--- src/rtl/sync_fifo_pkg.sv ---
// Shared constants and status type for the single-clock programmable FIFO.
package sync_fifo_pkg;

    localparam int DEF_DW = 8;
    localparam int DEF_AW = 4;

    typedef struct packed {
        logic full;
        logic empty;
        logic almost_full;
        logic almost_empty;
    } fifo_status_t;

    // Flag state after reset or flush, independent of the threshold inputs.
    localparam fifo_status_t STATUS_RESET = '{
        full:         1'b0,
        empty:        1'b1,
        almost_full:  1'b0,
        almost_empty: 1'b1
    };

endpackage

--- src/rtl/sfifo_ram.sv ---
// Storage array for the single-clock FIFO: registered write port and an
// asynchronous read port so the same array serves both read modes.
module sfifo_ram
    import sync_fifo_pkg::*;
#(
    parameter int DW = DEF_DW,
    parameter int AW = DEF_AW
) (
    input  logic          clk,
    input  logic          we,
    input  logic [AW-1:0] waddr,
    input  logic [DW-1:0] wdata,
    input  logic [AW-1:0] raddr,
    output logic [DW-1:0] rdata
);

    logic [DW-1:0] mem_r [0:(1<<AW)-1];

    // Write port; contents are deliberately not reset.
    always_ff @(posedge clk) begin
        if (we) begin
            mem_r[waddr] <= wdata;
        end
    end

    assign rdata = mem_r[raddr];

endmodule

--- src/rtl/sync_fifo_prog.sv ---
// Single-clock FIFO with standard / first-word-fall-through read mode,
// occupancy count, programmable almost flags, flush and sticky error flags.
module sync_fifo_prog
    import sync_fifo_pkg::*;
#(
    parameter int DW   = DEF_DW,
    parameter int AW   = DEF_AW,
    parameter int FWFT = 0
) (
    input  logic          clk,
    input  logic          rst,
    input  logic          flush,
    input  logic          wr_en,
    input  logic [DW-1:0] wdata,
    input  logic          rd_en,
    output logic [DW-1:0] rdata,
    output logic          rvalid,
    output logic          full,
    output logic          empty,
    output logic          almost_full,
    output logic          almost_empty,
    output logic [AW:0]   count,
    input  logic [AW:0]   af_thresh,
    input  logic [AW:0]   ae_thresh,
    output logic          overflow,
    output logic          underflow,
    input  logic          clr_err
);

    localparam logic [AW:0] PTR_ONE  = {{AW{1'b0}}, 1'b1};
    localparam logic [AW:0] PTR_ZERO = {(AW+1){1'b0}};

    logic [AW:0]   wptr_r, rptr_r, count_r;
    logic [AW:0]   wptr_n_s, rptr_n_s, count_n_s;
    fifo_status_t  status_r, status_n_s;
    logic          rd_acc_s, wr_acc_s, mem_we_s;
    logic          overflow_r, underflow_r, overflow_n_s, underflow_n_s;
    logic [DW-1:0] ram_rdata_s;

    // Accept decisions and next pointer / occupancy values.
    always_comb begin
        rd_acc_s  = rd_en & ~status_r.empty;
        wr_acc_s  = wr_en & (~status_r.full | rd_acc_s);
        mem_we_s  = wr_acc_s & ~flush;
        wptr_n_s  = wptr_r;
        rptr_n_s  = rptr_r;
        count_n_s = count_r;
        if (flush) begin
            wptr_n_s  = PTR_ZERO;
            rptr_n_s  = PTR_ZERO;
            count_n_s = PTR_ZERO;
        end else begin
            if (wr_acc_s) begin
                wptr_n_s = wptr_r + PTR_ONE;
            end else begin
                wptr_n_s = wptr_r;
            end
            if (rd_acc_s) begin
                rptr_n_s = rptr_r + PTR_ONE;
            end else begin
                rptr_n_s = rptr_r;
            end
            count_n_s = count_r + {{AW{1'b0}}, wr_acc_s} - {{AW{1'b0}}, rd_acc_s};
        end
    end

    // Next flag values: full/empty from the pointer compare, almost flags from count.
    always_comb begin
        status_n_s = STATUS_RESET;
        if (flush) begin
            status_n_s = STATUS_RESET;
        end else begin
            status_n_s.full         = (wptr_n_s[AW] != rptr_n_s[AW]) &&
                                      (wptr_n_s[AW-1:0] == rptr_n_s[AW-1:0]);
            status_n_s.empty        = (wptr_n_s == rptr_n_s);
            status_n_s.almost_full  = (count_n_s >= af_thresh);
            status_n_s.almost_empty = (count_n_s <= ae_thresh);
        end
    end

    // Sticky error flags: a new error in the same cycle beats clr_err.
    always_comb begin
        overflow_n_s  = overflow_r;
        underflow_n_s = underflow_r;
        if (!flush && wr_en && !wr_acc_s) begin
            overflow_n_s = 1'b1;
        end else if (clr_err) begin
            overflow_n_s = 1'b0;
        end else begin
            overflow_n_s = overflow_r;
        end
        if (!flush && rd_en && status_r.empty) begin
            underflow_n_s = 1'b1;
        end else if (clr_err) begin
            underflow_n_s = 1'b0;
        end else begin
            underflow_n_s = underflow_r;
        end
    end

    // Pointer, count, flag and error state registers.
    always_ff @(posedge clk or posedge rst) begin
        if (rst) begin
            wptr_r      <= PTR_ZERO;
            rptr_r      <= PTR_ZERO;
            count_r     <= PTR_ZERO;
            status_r    <= STATUS_RESET;
            overflow_r  <= 1'b0;
            underflow_r <= 1'b0;
        end else begin
            wptr_r      <= wptr_n_s;
            rptr_r      <= rptr_n_s;
            count_r     <= count_n_s;
            status_r    <= status_n_s;
            overflow_r  <= overflow_n_s;
            underflow_r <= underflow_n_s;
        end
    end

    sfifo_ram #(
        .DW (DW),
        .AW (AW)
    ) u_ram (
        .clk   (clk),
        .we    (mem_we_s),
        .waddr (wptr_r[AW-1:0]),
        .wdata (wdata),
        .raddr (rptr_r[AW-1:0]),
        .rdata (ram_rdata_s)
    );

    generate
        if (FWFT != 0) begin : g_fwft
            // Head word shown directly; masked to zero while empty so stale
            // contents never appear and reset gives rdata = 0.
            always_comb begin
                if (status_r.empty) begin
                    rdata = {DW{1'b0}};
                end else begin
                    rdata = ram_rdata_s;
                end
                rvalid = ~status_r.empty;
            end
        end else begin : g_std
            logic [DW-1:0] rdata_r;
            logic          rvalid_r;

            // Registered read: data captured on an accepted pop, held otherwise.
            always_ff @(posedge clk or posedge rst) begin
                if (rst) begin
                    rdata_r  <= {DW{1'b0}};
                    rvalid_r <= 1'b0;
                end else begin
                    rvalid_r <= rd_acc_s & ~flush;
                    if (rd_acc_s && !flush) begin
                        rdata_r <= ram_rdata_s;
                    end
                end
            end

            assign rdata  = rdata_r;
            assign rvalid = rvalid_r;
        end
    endgenerate

    assign full         = status_r.full;
    assign empty        = status_r.empty;
    assign almost_full  = status_r.almost_full;
    assign almost_empty = status_r.almost_empty;
    assign count        = count_r;
    assign overflow     = overflow_r;
    assign underflow    = underflow_r;

endmodule

--- config.mk ---
export PLATFORM = sky130hd
export DESIGN_NAME = sync_fifo_prog
export DESIGN_NICKNAME = d
export VERILOG_FILES = /design/src/rtl/sync_fifo_pkg.sv /design/src/rtl/sfifo_ram.sv /design/src/rtl/sync_fifo_prog.sv
export SDC_FILE = /design/constraint.sdc
export NUM_CORES = 1
export LEC_CHECK = 0
export CORE_ASPECT_RATIO = 0.7
export CORE_MARGIN = 1
export CORE_UTILIZATION = 40
export DETAILED_ROUTE_END_ITERATION = 10
export SYNTH_ARGS = -nofsm -noshare
export SYNTH_HDL_FRONTEND = slang
export SYNTH_SLANG_ARGS = --single-unit
--- constraint.sdc ---
create_clock -name clk -period 5.7 [get_ports clk]
set_clock_uncertainty 0.15 [all_clocks]
set_input_delay 1.71 -clock clk [delete_from_list [all_inputs] [get_ports clk]]
set_output_delay 1.71 -clock clk [all_outputs]
set_load 0.02 [all_outputs]
---- Word level (Yosys, flattened, before mapping) ----
Memories as Yosys holds them, arrays and structs flattened. A register that Yosys moved wholly into a read port is not among the register bits.
Index checks and enable logic that the tools add are counted.
storage, ports and cells
  logic and storage cells ................. 49
  register bits ........................... 22
  output and inout bits ................... 20
  bits in writable memories ............... 128
  memories kept ........................... 1
  bits of input ports ..................... 24
memory list
  name         depth  bits a word  read ports  clocked after memory_dff  wr ports  RTL line         RTL
  u_ram.mem_r  16     8            1           1                         1         sfifo_ram.sv:17  logic [DW-1:0] mem_r [0:(1<<AW)-1];
operators by class
  add/sub/neg operators ................... 4
  bitwise gates (word level) .............. 8
  reductions and logical operators ........ 10
  mux-type cells .......................... 11
  equal/unequal tests ..................... 3
  $lt $le $gt $ge ......................... 2
operators by type and width
  kind                                                            count
  5-bit 2-to-1 mux                                                5
  5-bit by 1-bit adder with 5-bit output (second input constant)  2
  1-bit logical AND                                               6
  5-bit by 1-bit adder with 5-bit output                          1
  5-bit == test                                                   1
  5-bit >= comparator                                             1
  5-bit less-or-equal comparator                                  1
  1-bit 2-to-1 mux                                                5
  5-bit by 1-bit subtractor with 5-bit output                     1
  1-bit bitwise AND                                               4
  4-bit == test                                                   1
  4-bit 2-to-1 mux                                                1
  2-bit nonzero test                                              2
  1-bit inverter                                                  3
  1-bit zero test                                                 2
  1-bit inequality test                                           1
  1-bit bitwise OR                                                1

---- Longest topological paths before layout ----
  word-level depth ........................ 9
  gate-level depth with buffers ........... 18

---- Cells and area by module ----
Synthesis repeated with hierarchy kept, for this count alone.
unflattened totals
  cell total of the unflattened synthesis .. 374
  area, all modules ....................... 6663.9 µm²
by module, submodules not included
  module          area an instance (µm²)  times used  sequential area each (µm²)  cells each
  sfifo_ram       4987.3                  1           3843.7                      221
  sync_fifo_prog  1676.6                  1           753.2                       153

---- Least setup slack after synthesis ----
OpenSTA, ideal clock, no wires.
  path kind ............................... input to register
  from .................................... input rd_en
  to ...................................... register status_r (netlist bit almost_full)
  required time ........................... 5.418 ns
  cell stages on the path ................. 16
  path buffers ............................ 1
  arrival time ............................ 4.335 ns
  path slack .............................. 1.083 ns
  cells stage by stage .................... nand2b_1 buf_6 a21oi_1 inv_1 ha_1 inv_1 ha_1 inv_1 fa_1 nor2_1 ha_1 a21o_1 a21o_1 a21o_1 a21oi_1 nor2_1
RTL lines
  what                    RTL line               RTL
  start: declaration      sync_fifo_prog.sv:15   input logic rd_en,
  end signal: assignment  sync_fifo_prog.sv:114  status_r <= status_n_s;
  end: declaration        sync_fifo_prog.sv:35   fifo_status_t status_r, status_n_s;

==> impl_metrics.yaml <==
final_layout:
  drive_gt1_share_pct: 17.9
  area_growth_pct: 18.7
  stdcell_count: 673
  nNetsFinal: 480
  diodes: 0
  fin_util_pct: 48.8
floorplan:
  die_w_um: 157
  core_mm2: 0.0164
  io_pins: 44
  start_util_pct: 41.1
  rows: 39
  die_area_mm2: 0.0174
  die_y_um: 111
pwr:
  vdd.ir_drop.worst_mv: 0.200
  power_leakage_uw: 0.00285
  cellPowerDensity_mw_per_mm2: 355
timing:
  finalHoldViolations: 0
  slew_viol_final: 0
  fin_tns_setup_ns: 0
  fin_crit_sh_pct: 83.4
  fmax_ghz: 0.210
  whs_ns: 0.358
  tightest_slew_ns: 1.06
  finalCriticalPeriod_ns: 4.75
  rsz0062_at_grt: "no"
  max-slew-margin-rel_pct: 28.8
  setup_viol: 0
global_route:
  use_met3_pct: 4.73
  antenna_found_initial: 0
  met1_usage_pct: 24.7
  grt_pass1_wl_um: 20900
  top_usage_layer: "met2"
  met2_usage_pct: 25.1
  track_usage_pct: 16.9
  grt_pass1_vias: 3472
  overflow: 0
  grt_max_degree: 36
yosys:
  synth_top_flop_cell: "edfxtp_1"
  synth.yosys.seq_area_share_pct: 68.1
  synth_cell_types: 37
  syn_area_mm2: 0.00675
  async_reset_ff_share_pct: 19.0
  synthCells: 370
  yosys_register_bits: 158
  synth_edf_count: 128
  yosysWarnings: 0
  syn_nets: 415
  syn_avg_cell_area_um2: 18.2
setup_path:
  rr_endpoint: "almost_full$_DFF_PP0_"
  start_kind: "input pin"
  cp_num_cells: 16
  reg2regPathDepth: 15
  cp_num_buf_inv: 4
  cp-end-kind: "register"
  arrival_ns: 4.89
  cp_max_fo: 8
  crit_chain: "clkdlybuf4s50_1 -> nand2b_1 -> a21oi_1 -> inv_1 -> ha_1 -> inv_1 -> ha_1 -> inv_1 -> fa_1 -> nor2_1 -> ha_1 -> a21o_1 -> a21o_1 -> a21o_1 -> a21oi_1 -> nor2_1"
  crit_type: "input pin to register"
  slowest_stage: "clkdlybuf4s50_1"
  max_stage_delay_ns: 0.49
  r2r-start: "empty$_DFF_PP1_"
  regToRegSetupSlack_ns: 2.26
  crit_family: "adder cells"
  cp.required_ns: 5.84
route:
  drt_first_iter_violations: 339
  avgViaCountPerCell: 5.14
  vias: 3461
  wl_per_cell_um: 20.2
  routed_wl_um: 13600
  drc_errors: 0
  antenna_left: 0
  first_pass_iters: 4
min_path:
  hold_start: "rdata[6]$_DFFE_PP0P_"
  min_to: "rdata[6]$_DFFE_PP0P_"
  hp-class: "register to register"
  min_path_cells: 1
run:
  maxCapViolCount: 0
clocking:
  cts.clk_slew.worst_paths_ns: 0.06
  post_cts_buffers: 0
  ctsResizeCount: 0
  hold_buffers: 0
  cts_root_buf: "clkbuf_16"
  cts_buffers: 17
  clk_path_buf_depth: 2
  htreeDepth: 4
  cts.sinks: 158
  cts_tree: "yes"
  insertion_delay_ns: 0.42
outcome:
  status: "complete, no violations"
placement:
  dp_hpwl_um: 9150
  gp_congestion: 0.795
  numPortBuffers: 43
  dp.cells: 641
registers in the layout (all words and copies together) (netlist names), 5 cells and up:
signal / count
rptr_r: 5
wptr_r: 5
count: 5
rdata: 8
u_ram.mem_r: 128
Yosys cell counts, drive strengths merged, types with 6 or more instances:
library cell  instances  area share (%)
nand2b                6            0.56
mux4                 40              15
inv                  25             1.4
mux2                  8             1.3
edfxtp              128              57
nand2                 9            0.50
xnor2                 6            0.78
xor2                 11             1.4
a21oi                 8            0.59
nor2                 30             1.7
ha                   20             3.7
dfrtp                28              10
buf                  12             1.7
layer usage:
metal,part of all wire [%],wire (um)
met1,47,6460
met2,46,6310
met3,5.4,737
met4,0.76,103
met5,0,0
cells by family after synthesis:
group / after synthesis / share of synthesized area (%)
DFF: 158 / 68.1
buffers and inverters: 40 / 3.26
AOI/OAI and AO/OA: 25 / 2.36
xor gates and xnor gates: 17 / 2.21
adders and majority gates: 21 / 4.01
muxes: 49 / 16.0
and+or+nand+nor: 60 / 4.02
layout make-up:
type | count | area (um2)
Fill cell | 1384 | 8390
Sequential cell | 158 | 4600
Multi-Input combinational cell | 172 | 1930
Timing Repair Buffer | 61 | 566
Clock buffer | 18 | 429
Tap cell | 225 | 282
Clock inverter | 14 | 109
Inverter | 25 | 93.8
worst max path at each step:
| stage | startpoint | endpoint |
|---|---|---|
| after floorplan | rd_en | almost_full$_DFF_PP0_ |
| after global placement | rd_en | almost_full$_DFF_PP0_ |
| after detailed placement | rd_en | almost_full$_DFF_PP0_ |
| after CTS | rd_en | almost_full$_DFF_PP0_ |
| after global routing | rd_en | almost_empty$_DFF_PP1_ |
| final | rd_en | almost_full$_DFF_PP0_ |
metrics by stage:
step | setup slack (ns) | total power (uW) | instance area (um2)
after floorplan | 1.08 | 1670 | 6750
after global placement | 0.595 | 1840 | 7470
after detailed placement | 0.504 | 1850 | 7470
after CTS | 0.947 | 2870 | 8010
after global routing | 0.627 | 2970 | 8010
final | 0.948 | 2840 | 8010
power breakdown:
| part | internal (uW) | switching [uW] | leakage [uW] |
|---|---|---|---|
| sequential | 1300 | 38.1 | 0.00154 |
| clock | 563 | 463 | 0.000263 |
| combinational | 239 | 235 | 0.00105 |
| total | 2110 | 736 | 0.00285 |
cell usage in the layout, fill, tap and decap left out, types with 2 or more instances in the layout:
master and count:
a21o_1 5, a21oi_1 8, buf_4 18, clkbuf_16 17
clkdlybuf4s50_1 43, clkinv_2 2, clkinv_4 5, dfrtp_1 26
dfrtp_2 2, dfstp_2 2, edfxtp_1 128, ha_1 20
inv_1 24, inv_6 5, mux2_2 8, mux4_1 21
mux4_2 19, nand2_1 9, nand2b_1 6, nand3_1 3
nand4_1 4, nor2_1 30, nor2b_1 2, nor3_1 4
o211ai_1 3, o21ai_0 4, xnor2_1 6, xor2_1 11
Note: power is estimated with default switching activity, not from simulation.
